===== src/rtl/vga_pkg.sv =====
// Shared VGA timing definitions: 640x480@60 default timing, pixel type,
// colour-bar table and the stage-1 timing-flag record.
package vga_pkg;

  localparam int unsigned H_ACTIVE_DEF = 640;
  localparam int unsigned H_FP_DEF     = 16;
  localparam int unsigned H_SYNC_DEF   = 96;
  localparam int unsigned H_BP_DEF     = 48;
  localparam int unsigned V_ACTIVE_DEF = 480;
  localparam int unsigned V_FP_DEF     = 10;
  localparam int unsigned V_SYNC_DEF   = 2;
  localparam int unsigned V_BP_DEF     = 33;
  localparam logic        SYNC_POL_DEF = 1'b0;

  localparam int unsigned CNT_W   = 10;
  localparam int unsigned CNT_MAX = (1 << CNT_W) - 1;

  typedef logic [CNT_W-1:0] cnt_t;
  typedef logic [11:0]      rgb12_t;

  // Left-to-right colour bars: white, yellow, cyan, green, magenta, red, blue, black
  localparam rgb12_t BAR_COLOURS [8] = '{
    12'hFFF, 12'hFF0, 12'h0FF, 12'h0F0, 12'hF0F, 12'hF00, 12'h00F, 12'h000
  };

  // Timing flags decoded from one counter state, all active-high
  typedef struct packed {
    logic de;
    logic hs;
    logic vs;
    logic fs;
    logic ls;
  } vstage_t;

endpackage


===== src/rtl/vga_if.sv =====
// Video bundle between the timing generator (master) and the pixel
// source / display side (slave).
interface vga_if;
  import vga_pkg::*;

  logic   pix_req;
  cnt_t   pix_x;
  cnt_t   pix_y;
  rgb12_t rgb_in;
  logic   test_pattern;
  logic   hsync;
  logic   vsync;
  logic   de;
  rgb12_t rgb_out;
  logic   frame_start;
  logic   line_start;

  modport master (
    output pix_req, pix_x, pix_y, hsync, vsync, de, rgb_out, frame_start, line_start,
    input  rgb_in, test_pattern
  );

  modport slave (
    input  pix_req, pix_x, pix_y, hsync, vsync, de, rgb_out, frame_start, line_start,
    output rgb_in, test_pattern
  );

endinterface


===== src/rtl/vga_counter.sv =====
// Horizontal/vertical raster counters with combinational pixel-request decode.
module vga_counter
  import vga_pkg::*;
#(
  parameter int unsigned H_ACTIVE = H_ACTIVE_DEF,
  parameter int unsigned V_ACTIVE = V_ACTIVE_DEF,
  parameter int unsigned H_TOTAL  = 800,
  parameter int unsigned V_TOTAL  = 525
) (
  input  logic clk_i,
  input  logic rst_i,
  output cnt_t h_o,
  output cnt_t v_o,
  output logic pix_req_o,
  output cnt_t pix_x_o,
  output cnt_t pix_y_o
);

  cnt_t h_q, h_d;
  cnt_t v_q, v_d;

  // h wraps at end of line; v advances on each h wrap and wraps at end of frame
  always_comb begin
    h_d = h_q + cnt_t'(1);
    v_d = v_q;
    if (h_q == cnt_t'(H_TOTAL - 1)) begin
      h_d = '0;
      v_d = (v_q == cnt_t'(V_TOTAL - 1)) ? '0 : v_q + cnt_t'(1);
    end
  end

  // counter state register
  always_ff @(posedge clk_i) begin
    if (rst_i) begin
      h_q <= '0;
      v_q <= '0;
    end else begin
      h_q <= h_d;
      v_q <= v_d;
    end
  end

  // request a pixel only inside the visible area; coordinates read 0 outside it
  always_comb begin
    pix_req_o = (h_q < cnt_t'(H_ACTIVE)) && (v_q < cnt_t'(V_ACTIVE));
    pix_x_o   = pix_req_o ? h_q : '0;
    pix_y_o   = pix_req_o ? v_q : '0;
  end

  assign h_o = h_q;
  assign v_o = v_q;

endmodule


===== src/rtl/vga_timing.sv =====
// VGA timing generator: raster counters, pixel fetch request, and a
// two-stage registered video pipeline (sync, de, rgb, frame/line pulses).
// Optional built-in colour bars: define VGA_TESTPATTERN_EN.
module vga_timing
  import vga_pkg::*;
#(
  parameter int unsigned H_ACTIVE = H_ACTIVE_DEF,
  parameter int unsigned H_FP     = H_FP_DEF,
  parameter int unsigned H_SYNC   = H_SYNC_DEF,
  parameter int unsigned H_BP     = H_BP_DEF,
  parameter int unsigned V_ACTIVE = V_ACTIVE_DEF,
  parameter int unsigned V_FP     = V_FP_DEF,
  parameter int unsigned V_SYNC   = V_SYNC_DEF,
  parameter int unsigned V_BP     = V_BP_DEF,
  parameter logic        SYNC_POL = SYNC_POL_DEF
) (
  input  logic   clk,
  input  logic   reset,
  vga_if.master  vga
);

  localparam int unsigned H_TOTAL  = H_ACTIVE + H_FP + H_SYNC + H_BP;
  localparam int unsigned V_TOTAL  = V_ACTIVE + V_FP + V_SYNC + V_BP;
  localparam int unsigned HS_START = H_ACTIVE + H_FP;
  localparam int unsigned HS_END   = HS_START + H_SYNC - 1;
  localparam int unsigned VS_START = V_ACTIVE + V_FP;
  localparam int unsigned VS_END   = VS_START + V_SYNC - 1;

  if (H_TOTAL > CNT_MAX || V_TOTAL > CNT_MAX) begin : g_bad_timing
    $error("vga_timing: H_TOTAL/V_TOTAL exceed 10-bit counter range");
  end

  cnt_t h_cnt, v_cnt;

  vga_counter #(
    .H_ACTIVE (H_ACTIVE),
    .V_ACTIVE (V_ACTIVE),
    .H_TOTAL  (H_TOTAL),
    .V_TOTAL  (V_TOTAL)
  ) u_counter (
    .clk_i     (clk),
    .rst_i     (reset),
    .h_o       (h_cnt),
    .v_o       (v_cnt),
    .pix_req_o (vga.pix_req),
    .pix_x_o   (vga.pix_x),
    .pix_y_o   (vga.pix_y)
  );

  vstage_t s1_d, s1_q;
  rgb12_t  pix_sel;

  // decode the current counter state into timing flags
  always_comb begin
    s1_d.de = vga.pix_req;
    s1_d.hs = (h_cnt >= cnt_t'(HS_START)) && (h_cnt <= cnt_t'(HS_END));
    s1_d.vs = (v_cnt >= cnt_t'(VS_START)) && (v_cnt <= cnt_t'(VS_END));
    s1_d.fs = (h_cnt == '0) && (v_cnt == '0);
    s1_d.ls = (h_cnt == '0) && (v_cnt < cnt_t'(V_ACTIVE));
  end

  // stage 1: timing flags wait here while upstream returns rgb_in
  always_ff @(posedge clk) begin
    if (reset) s1_q <= '0;
    else       s1_q <= s1_d;
  end

`ifdef VGA_TESTPATTERN_EN
  localparam int unsigned BAR_W = H_ACTIVE / 8;

  logic       tp1_q;
  logic [2:0] bar1_q;

  // pattern select and bar index travel with the stage-1 flags of the same pixel
  always_ff @(posedge clk) begin
    if (reset) begin
      tp1_q  <= 1'b0;
      bar1_q <= '0;
    end else begin
      tp1_q  <= vga.test_pattern;
      bar1_q <= 3'(h_cnt / cnt_t'(BAR_W));
    end
  end

  assign pix_sel = tp1_q ? BAR_COLOURS[bar1_q] : vga.rgb_in;
`else
  assign pix_sel = vga.rgb_in;
`endif

  logic   hsync_q, hsync_d;
  logic   vsync_q, vsync_d;
  logic   de_q, de_d;
  logic   fs_q, fs_d;
  logic   ls_q, ls_d;
  rgb12_t rgb_q, rgb_d;

  // stage 2 next values: apply sync polarity and blank pixels outside de
  always_comb begin
    hsync_d = s1_q.hs ? SYNC_POL : ~SYNC_POL;
    vsync_d = s1_q.vs ? SYNC_POL : ~SYNC_POL;
    de_d    = s1_q.de;
    fs_d    = s1_q.fs;
    ls_d    = s1_q.ls;
    rgb_d   = s1_q.de ? pix_sel : '0;
  end

  // stage 2: output registers
  always_ff @(posedge clk) begin
    if (reset) begin
      hsync_q <= ~SYNC_POL;
      vsync_q <= ~SYNC_POL;
      de_q    <= 1'b0;
      fs_q    <= 1'b0;
      ls_q    <= 1'b0;
      rgb_q   <= '0;
    end else begin
      hsync_q <= hsync_d;
      vsync_q <= vsync_d;
      de_q    <= de_d;
      fs_q    <= fs_d;
      ls_q    <= ls_d;
      rgb_q   <= rgb_d;
    end
  end

  assign vga.hsync       = hsync_q;
  assign vga.vsync       = vsync_q;
  assign vga.de          = de_q;
  assign vga.frame_start = fs_q;
  assign vga.line_start  = ls_q;
  assign vga.rgb_out     = rgb_q;

endmodule


===== src/flat_wrapper.sv =====
// flat-port wrapper written by rule: the top's interface ports become plain ports
module vga_timing_flat import vga_pkg::*;
#(
  parameter int unsigned H_ACTIVE = H_ACTIVE_DEF,
  parameter int unsigned H_FP     = H_FP_DEF,
  parameter int unsigned H_SYNC   = H_SYNC_DEF,
  parameter int unsigned H_BP     = H_BP_DEF,
  parameter int unsigned V_ACTIVE = V_ACTIVE_DEF,
  parameter int unsigned V_FP     = V_FP_DEF,
  parameter int unsigned V_SYNC   = V_SYNC_DEF,
  parameter int unsigned V_BP     = V_BP_DEF,
  parameter logic        SYNC_POL = SYNC_POL_DEF
)
  (clk, reset, vga_pix_req, vga_pix_x, vga_pix_y, vga_hsync, vga_vsync, vga_de, vga_rgb_out, vga_frame_start, vga_line_start, vga_rgb_in, vga_test_pattern);
  vga_if vga_i ();
  input  logic clk;
  input  logic reset;
  output wire logic [$bits(vga_i.pix_req)-1:0] vga_pix_req;
  output wire logic [$bits(vga_i.pix_x)-1:0] vga_pix_x;
  output wire logic [$bits(vga_i.pix_y)-1:0] vga_pix_y;
  output wire logic [$bits(vga_i.hsync)-1:0] vga_hsync;
  output wire logic [$bits(vga_i.vsync)-1:0] vga_vsync;
  output wire logic [$bits(vga_i.de)-1:0] vga_de;
  output wire logic [$bits(vga_i.rgb_out)-1:0] vga_rgb_out;
  output wire logic [$bits(vga_i.frame_start)-1:0] vga_frame_start;
  output wire logic [$bits(vga_i.line_start)-1:0] vga_line_start;
  input wire logic [$bits(vga_i.rgb_in)-1:0] vga_rgb_in;
  input wire logic [$bits(vga_i.test_pattern)-1:0] vga_test_pattern;
  assign vga_pix_req = vga_i.pix_req;
  assign vga_pix_x = vga_i.pix_x;
  assign vga_pix_y = vga_i.pix_y;
  assign vga_hsync = vga_i.hsync;
  assign vga_vsync = vga_i.vsync;
  assign vga_de = vga_i.de;
  assign vga_rgb_out = vga_i.rgb_out;
  assign vga_frame_start = vga_i.frame_start;
  assign vga_line_start = vga_i.line_start;
  assign vga_i.rgb_in = vga_rgb_in;
  assign vga_i.test_pattern = vga_test_pattern;
  vga_timing #(.H_ACTIVE(H_ACTIVE), .H_FP(H_FP), .H_SYNC(H_SYNC), .H_BP(H_BP), .V_ACTIVE(V_ACTIVE), .V_FP(V_FP), .V_SYNC(V_SYNC), .V_BP(V_BP), .SYNC_POL(SYNC_POL)) u_core (.clk(clk), .reset(reset), .vga(vga_i));
endmodule

===== config.mk =====
export PLATFORM = sky130hd
export DESIGN_NAME = vga_timing_flat
export DESIGN_NICKNAME = d
export VERILOG_FILES = /design/src/rtl/vga_pkg.sv /design/src/rtl/vga_if.sv /design/src/rtl/vga_counter.sv /design/src/rtl/vga_timing.sv /design/src/flat_wrapper.sv
export SDC_FILE = /design/constraint.sdc
export NUM_CORES = 1
export LEC_CHECK = 0
export ABC_AREA = 1
export CORE_UTILIZATION = 33
export CTS_CLUSTER_SIZE = 25
export DETAILED_ROUTE_END_ITERATION = 8
export PLACE_DENSITY = 0.64
export SLEW_MARGIN = 20
export SYNTH_ARGS = -nofsm -noshare
export SYNTH_HDL_FRONTEND = slang
export SYNTH_SLANG_ARGS = --single-unit

===== constraint.sdc =====
create_clock -name clk -period 2.4 [get_ports clk]
set_input_delay 0.72 -clock clk [delete_from_list [all_inputs] [get_ports clk]]
set_output_delay 0.72 -clock clk [all_outputs]
set_load 0.02 [all_outputs]

# After elaboration in Yosys (flattened, before gate mapping)
# Index checks and enable logic that the tools add are counted.
[classes]
add_sub_neg = 2
n_mul = 0
div_mod_pow = 0
magnitude_cmp = 6
eq_ne = 2
shift = 0
n_mux = 5
bitwise_logic = 1
n_reduce_logical = 9
[ops]
columns = ["cell", "count"]
rows = [
  ["$mux 10", 3],
  ["$add 10x1->10 const B", 2],
  ["$eq 10x10->1 const B", 2],
  ["$logic_not 10->1", 2],
  ["$ge 10x10->1 const B", 1],
  ["$ge 10x9->1 const B", 1],
  ["$le 10x10->1 const B", 1],
  ["$le 10x9->1 const B", 1],
  ["$lt 10x10->1 const B", 1],
  ["$lt 10x9->1 const B", 1],
  ["$logic_and 1x1->1", 5],
  ["$reduce_or 2->1", 2],
  ["$mux 1", 2],
  ["$not 1->1", 1],
]
[word_totals]
regBits = 42
latchBits = 0
ram_bits = 0
romBits = 0
in_bits = 15
out_inout_bits = 38
word_cells = 38
n_memories = 0

# Depth between registers and ports, before layout
[depth]
depth_word = 3
mapped_depth = 9
mapped_depth_nobuf = 9

# Modules after synthesis
# A second synthesis with hierarchy kept.
[hier_totals]
hier_cells = 284
area_unflattened_um2 = 1954.4
[modules_own_cells]
columns = ["module", "n_inst", "cells_each", "area_per_inst_um2", "seq_area_each_um2"]
rows = [
  ["vga_counter", 1, 192, 1211.2, 400.4],
  ["vga_timing", 1, 92, 743.2, 440.4],
]

# Least setup slack after synthesis
# OpenSTA, ideal clock, no wires.
[synth_path]
path_type = "register -> output"
startpoint = "register u_core.u_counter.h_q[9], in the netlist u_core.u_counter.h_o[9]"
endpoint = "output vga_pix_y[0]"
t_arrival_ns = 1.073
required_ns = 1.680
path_slack_ns = 0.607
path_stages_with_launch = 5
n_path_buf = 1
cell_sequence = "dfxtp_1 -> nand2_1 -> nand4_1 -> buf_2 -> nor2_1"
[synth_between]
elab_chain_cells = 3
[synth_rtl]
columns = ["element", "line_no", "source"]
rows = [
  ["from (decl)", "vga_counter.sv:19", "cnt_t h_q, h_d;"],
  ["from (signal assigned)", "vga_counter.sv:35", "h_q <= '0;"],
  ["from (signal assigned)", "vga_counter.sv:38", "h_q <= h_d;"],
  ["$lt 10x10->1", "vga_counter.sv:45", "pix_req_o = (h_q < cnt_t'(H_ACTIVE)) && (v_q < cnt_t'(V_ACTIVE));"],
  ["$logic_and 1x1->1", "vga_counter.sv:45", ""],
  ["$mux 10", "vga_counter.sv:47", "pix_y_o = pix_req_o ? v_q : '0;"],
  ["to (decl)", "flat_wrapper.sv:20", "output wire logic [$bits(vga_i.pix_y)-1:0] vga_pix_y;"],
]
# No other way between the ends.

# Worst setup path after layout
[layout_path]
startpoint = "register u_core.u_counter.v_q[9], in the netlist u_core.u_counter.v_o[9]"
endpoint = "output vga_pix_x[8]"
[layout_between]
elab_chain_cells = 3
[layout_rtl]
columns = ["element", "line_no", "source"]
rows = [
  ["from (decl)", "vga_counter.sv:20", "cnt_t v_q, v_d;"],
  ["from (signal assigned)", "vga_counter.sv:39", "v_q <= v_d;"],
  ["$lt 10x9->1", "vga_counter.sv:45", ""],
  ["$logic_and 1x1->1", "vga_counter.sv:45", ""],
  ["$mux 10", "vga_counter.sv:46", "pix_x_o = pix_req_o ? h_q : '0;"],
  ["to (decl)", "flat_wrapper.sv:19", "output wire logic [$bits(vga_i.pix_x)-1:0] vga_pix_x;"],
]
# No other way between the ends.

==> impl_metrics.py <==
metrics = {
    "power": {
        "max-vdd-ir-drop_v": 0.000226,
        "power.switching_mw": 0.333,
        "p_int_mw": 0.980,
        "share_seq_of_total_power_pct": 55.1,
        "netSwitchingFraction_pct": 25.3,
        "cellPowerDensity_nw_per_um2": 498,
        "static-leakage-power_nw": 1.30,
        "part_of_the_power_in_combinational_logic_pct": 8.7,
        "clock_power_share_pct": 36.2,
    },
    "cts": {
        "ctsHtreeMaxLevel": 2,
        "clock_tree.buffer_depth": 2,
        "ctsResizeCount": 20,
        "cts.hold.buffers_added": 0,
        "clk_pin_slew_ns": 0.08,
        "cts_tree": "built",
        "post_cts_buffers": 0,
        "cts-root-buf": "sky130_fd_sc_hd__clkbuf_8",
        "cts_made_buffers": 5,
        "clock_latency_ns": 0.30,
        "tritoncts_num_sinks": 42,
    },
    "worst_setup_path": {
        "regToRegStartpoint": "u_core.u_counter.h_o[0]$_SDFF_PP0_",
        "cp-endpoint": "vga_pix_x[8]",
        "critical_path.endpoint_type": "output pin",
        "crit_path_start": "u_core.u_counter.v_o[9]$_SDFFE_PP0N_",
        "number_of_cells_traversed_by_the_worst_register_to_register_path": 8,
        "timing.critical_path.fanout_max": 11,
        "cp_data_arrival_time_ns": 1.49,
        "worst_path_max_delay_cell": "sky130_fd_sc_hd__dfxtp_1",
        "crit_path_cell_trace": "inv_1 -> nand4_1 -> buf_4 -> nor2_1 -> dlygate4sd2_1",
        "crit_type": "reg2out",
        "critical-path-max-stage-delay_ns": 0.34,
        "worstPathBufferInverterCount": 3,
        "worst_path_depth": 5,
        "critPathRequiredTime_ns": 1.68,
        "crit-reg2reg-capture": "u_core.u_counter.v_o[9]$_SDFFE_PP0N_",
        "critPathTopFamily": "buffers and inverters",
        "reg2reg_setup_slack_ns": 0.90,
        "timing.critical_path.from_type": "register",
    },
    "logic_synthesis": {
        "synth-warning-count": 0,
        "synth-seq-area-share_pct": 43.8,
        "netlist_area_um2": 1920,
        "netlist_instances": 271,
        "synth.distinct_cells": 23,
        "synth.avg_cell_area_um2": 7.09,
        "ys_top_cells_by_area": "sky130_fd_sc_hd__dfxtp_1, sky130_fd_sc_hd__nor2_1, sky130_fd_sc_hd__inv_1, sky130_fd_sc_hd__nand2_1, sky130_fd_sc_hd__nand3_1",
        "yosysTopAreaCellShare_pct": 43.8,
        "mappedNetlistNets": 291,
        "synth_area_leader_cell": "sky130_fd_sc_hd__dfxtp_1",
        "yosys_register_bits": 42,
    },
    "timing": {
        "post-route-worst-setup-slack_ns": 0.193,
        "final_min_period_over_clock_period_pct": 92.0,
        "timing.final.hold_violations": 0,
        "report.final.slew_viol_count": 0,
        "fin_crit_ns": 2.21,
        "fin_tns_setup_ns": 0,
        "grt_setup_unrepaired": "false",
        "fin_skew_ns": 0.00438,
        "achievable-frequency_mhz": 453,
        "finalSetupViolations": 0,
    },
    "floorplan": {
        "die_area_um2": 6130,
        "die_height_um": 78.3,
        "boundaryPins": 53,
        "die_width_um": 78.3,
        "coreArea_um2": 5570,
        "initial_utilization_pct": 34.5,
        "core.rowCount": 27,
    },
    "final_layout": {
        "diodes": 0,
        "area_grow_syn2layout_pct": 37.2,
        "layout-drive-gt1-share_pct": 9.82,
        "nets": 355,
        "mostFrequentLayoutCells": "sky130_fd_sc_hd__nor2_1, sky130_fd_sc_hd__inv_1, sky130_fd_sc_hd__nand2_1, sky130_fd_sc_hd__dfxtp_1, sky130_fd_sc_hd__clkdlybuf4s50_1",
        "most_frequent_standard_cell_in_the_layout_excluding_fill_and_tap_cells": "sky130_fd_sc_hd__nor2_1",
    },
    "job": {
        "cap_viol_max_count": 0,
    },
    "placed_design": {
        "port-buffer-count": 50,
        "place_hpwl_um": 3220,
        "globalplace.congestion": 0.834,
        "dp_worst_setup_slack_ns": 0.227,
    },
    "drt": {
        "post-route-drc-count": 0,
        "detail-route-antenna-nets": 0,
        "drtPass1Iterations": 4,
        "num_vias": 1793,
        "post_drt_via_cell_ratio": 4.39,
        "drt-total-wl_um": 4240,
        "post_drt_wl_per_cell_um": 10.4,
        "drt_iter0_markers": 90,
    },
    "grt": {
        "groute.usage.overall_pct": 14.9,
        "antenna_found_initial": 0,
        "grt_pass1_wl_um": 7210,
        "largest_net_degree_at_the_start_of_global_routing": 16,
        "first_global_vias": 1628,
        "grt_remaining_overflow": 0,
    },
    "run_status": {
        "status": "complete, no violations",
    },
    "hold_path": {
        "worstHoldPathType": "reg2reg",
    },
}
metal layers:
metal / track usage [%] / vias up / part of all wire [%]
met5: 0 / - / 0
li1: - / 954 / -
met4: 6.11 / 0 / 1.7
met2: 25.5 / 47 / 48
met3: 2.67 / 4 / 4.3
met1: 18.4 / 788 / 46
layout make-up:
cell class,instances,area [µm²]
fillers,579,2940
multi-input cells,177,868
flip-flops and latches,42,841
repair buffers,62,566
inverters,47,179
well taps,72,90.1
clock buffers,5,68.8
clock inverters,3,23.8
flip-flops by register name, summed over array words and instances, names as in the netlist, 2 cells and up:
register and flops:
u_core.s1_q 2, u_core.u_counter.h_o 10, u_core.u_counter.v_o 10, u_core.vga.rgb_out 12
synthesized netlist by cell type, drive strengths merged:
cell / n
nor3: 4
nor3b: 1
buf: 5
a21oi: 10
nor4: 1
nor2: 77
xor2: 4
o21ai: 3
nand3: 16
nand4: 9
dfxtp: 42
ha: 5
inv: 47
conb: 1
nand2: 46
metrics by stage:
| stage | power, mW | hold WS [ns] | cell area (µm²) | util [%] | instances |
|---|---|---|---|---|---|
| floorplan | 0.799 | 0.352 | 1920 | - | 271 |
| global placement | 0.857 | 0.357 | 2570 | 46.1 | 400 |
| detailed placement | 0.859 | 0.355 | 2570 | 46.1 | 400 |
| CTS | 1.33 | 0.377 | 2640 | 47.3 | 408 |
| global route | 1.37 | 0.388 | 2640 | 47.3 | 408 |
| finish | 1.31 | 0.375 | 2640 | 47.3 | 408 |
power groups by stage:
stage	clock network, mW	registers (mW)	logic (mW)
after floorplan	0	0.753	0.0453
after global placement	0	0.739	0.118
after detailed placement	0	0.740	0.119
after CTS	0.486	0.724	0.116
after global routing	0.519	0.726	0.126
final	0.475	0.723	0.114
logic make-up after synthesis:
group / Yosys count / share of synthesized area (%)
flip-flops: 42 / 43.8
adder cells (fa/ha/maj): 5 / 3.26
buffers and inverters: 52 / 11.1
AO/OA/AOI/OAI: 13 / 3.39
other: 1 / 0.195
AND/OR/NAND/NOR: 154 / 36.5
XOR/XNOR: 4 / 1.82
worst min path at each step:
stage                         startpoint                          end  slack, ns  depth (start not counted)
2_1_floorplan  u_core.s1_q[3]$_SDFF_PP0_  u_core.vga.hsync$_SDFF_PP1_       0.35                          1
3_3_place_gp   u_core.s1_q[2]$_SDFF_PP0_  u_core.vga.vsync$_SDFF_PP1_       0.36                          1
3_5_place_dp   u_core.s1_q[3]$_SDFF_PP0_  u_core.vga.hsync$_SDFF_PP1_       0.35                          1
4_1_cts        u_core.s1_q[3]$_SDFF_PP0_  u_core.vga.hsync$_SDFF_PP1_       0.38                          1
5_1_grt        u_core.s1_q[2]$_SDFF_PP0_  u_core.vga.vsync$_SDFF_PP1_       0.39                          1
6_report       u_core.s1_q[2]$_SDFF_PP0_  u_core.vga.vsync$_SDFF_PP1_       0.38                          1
Note: power is estimated with default switching activity, not from simulation.
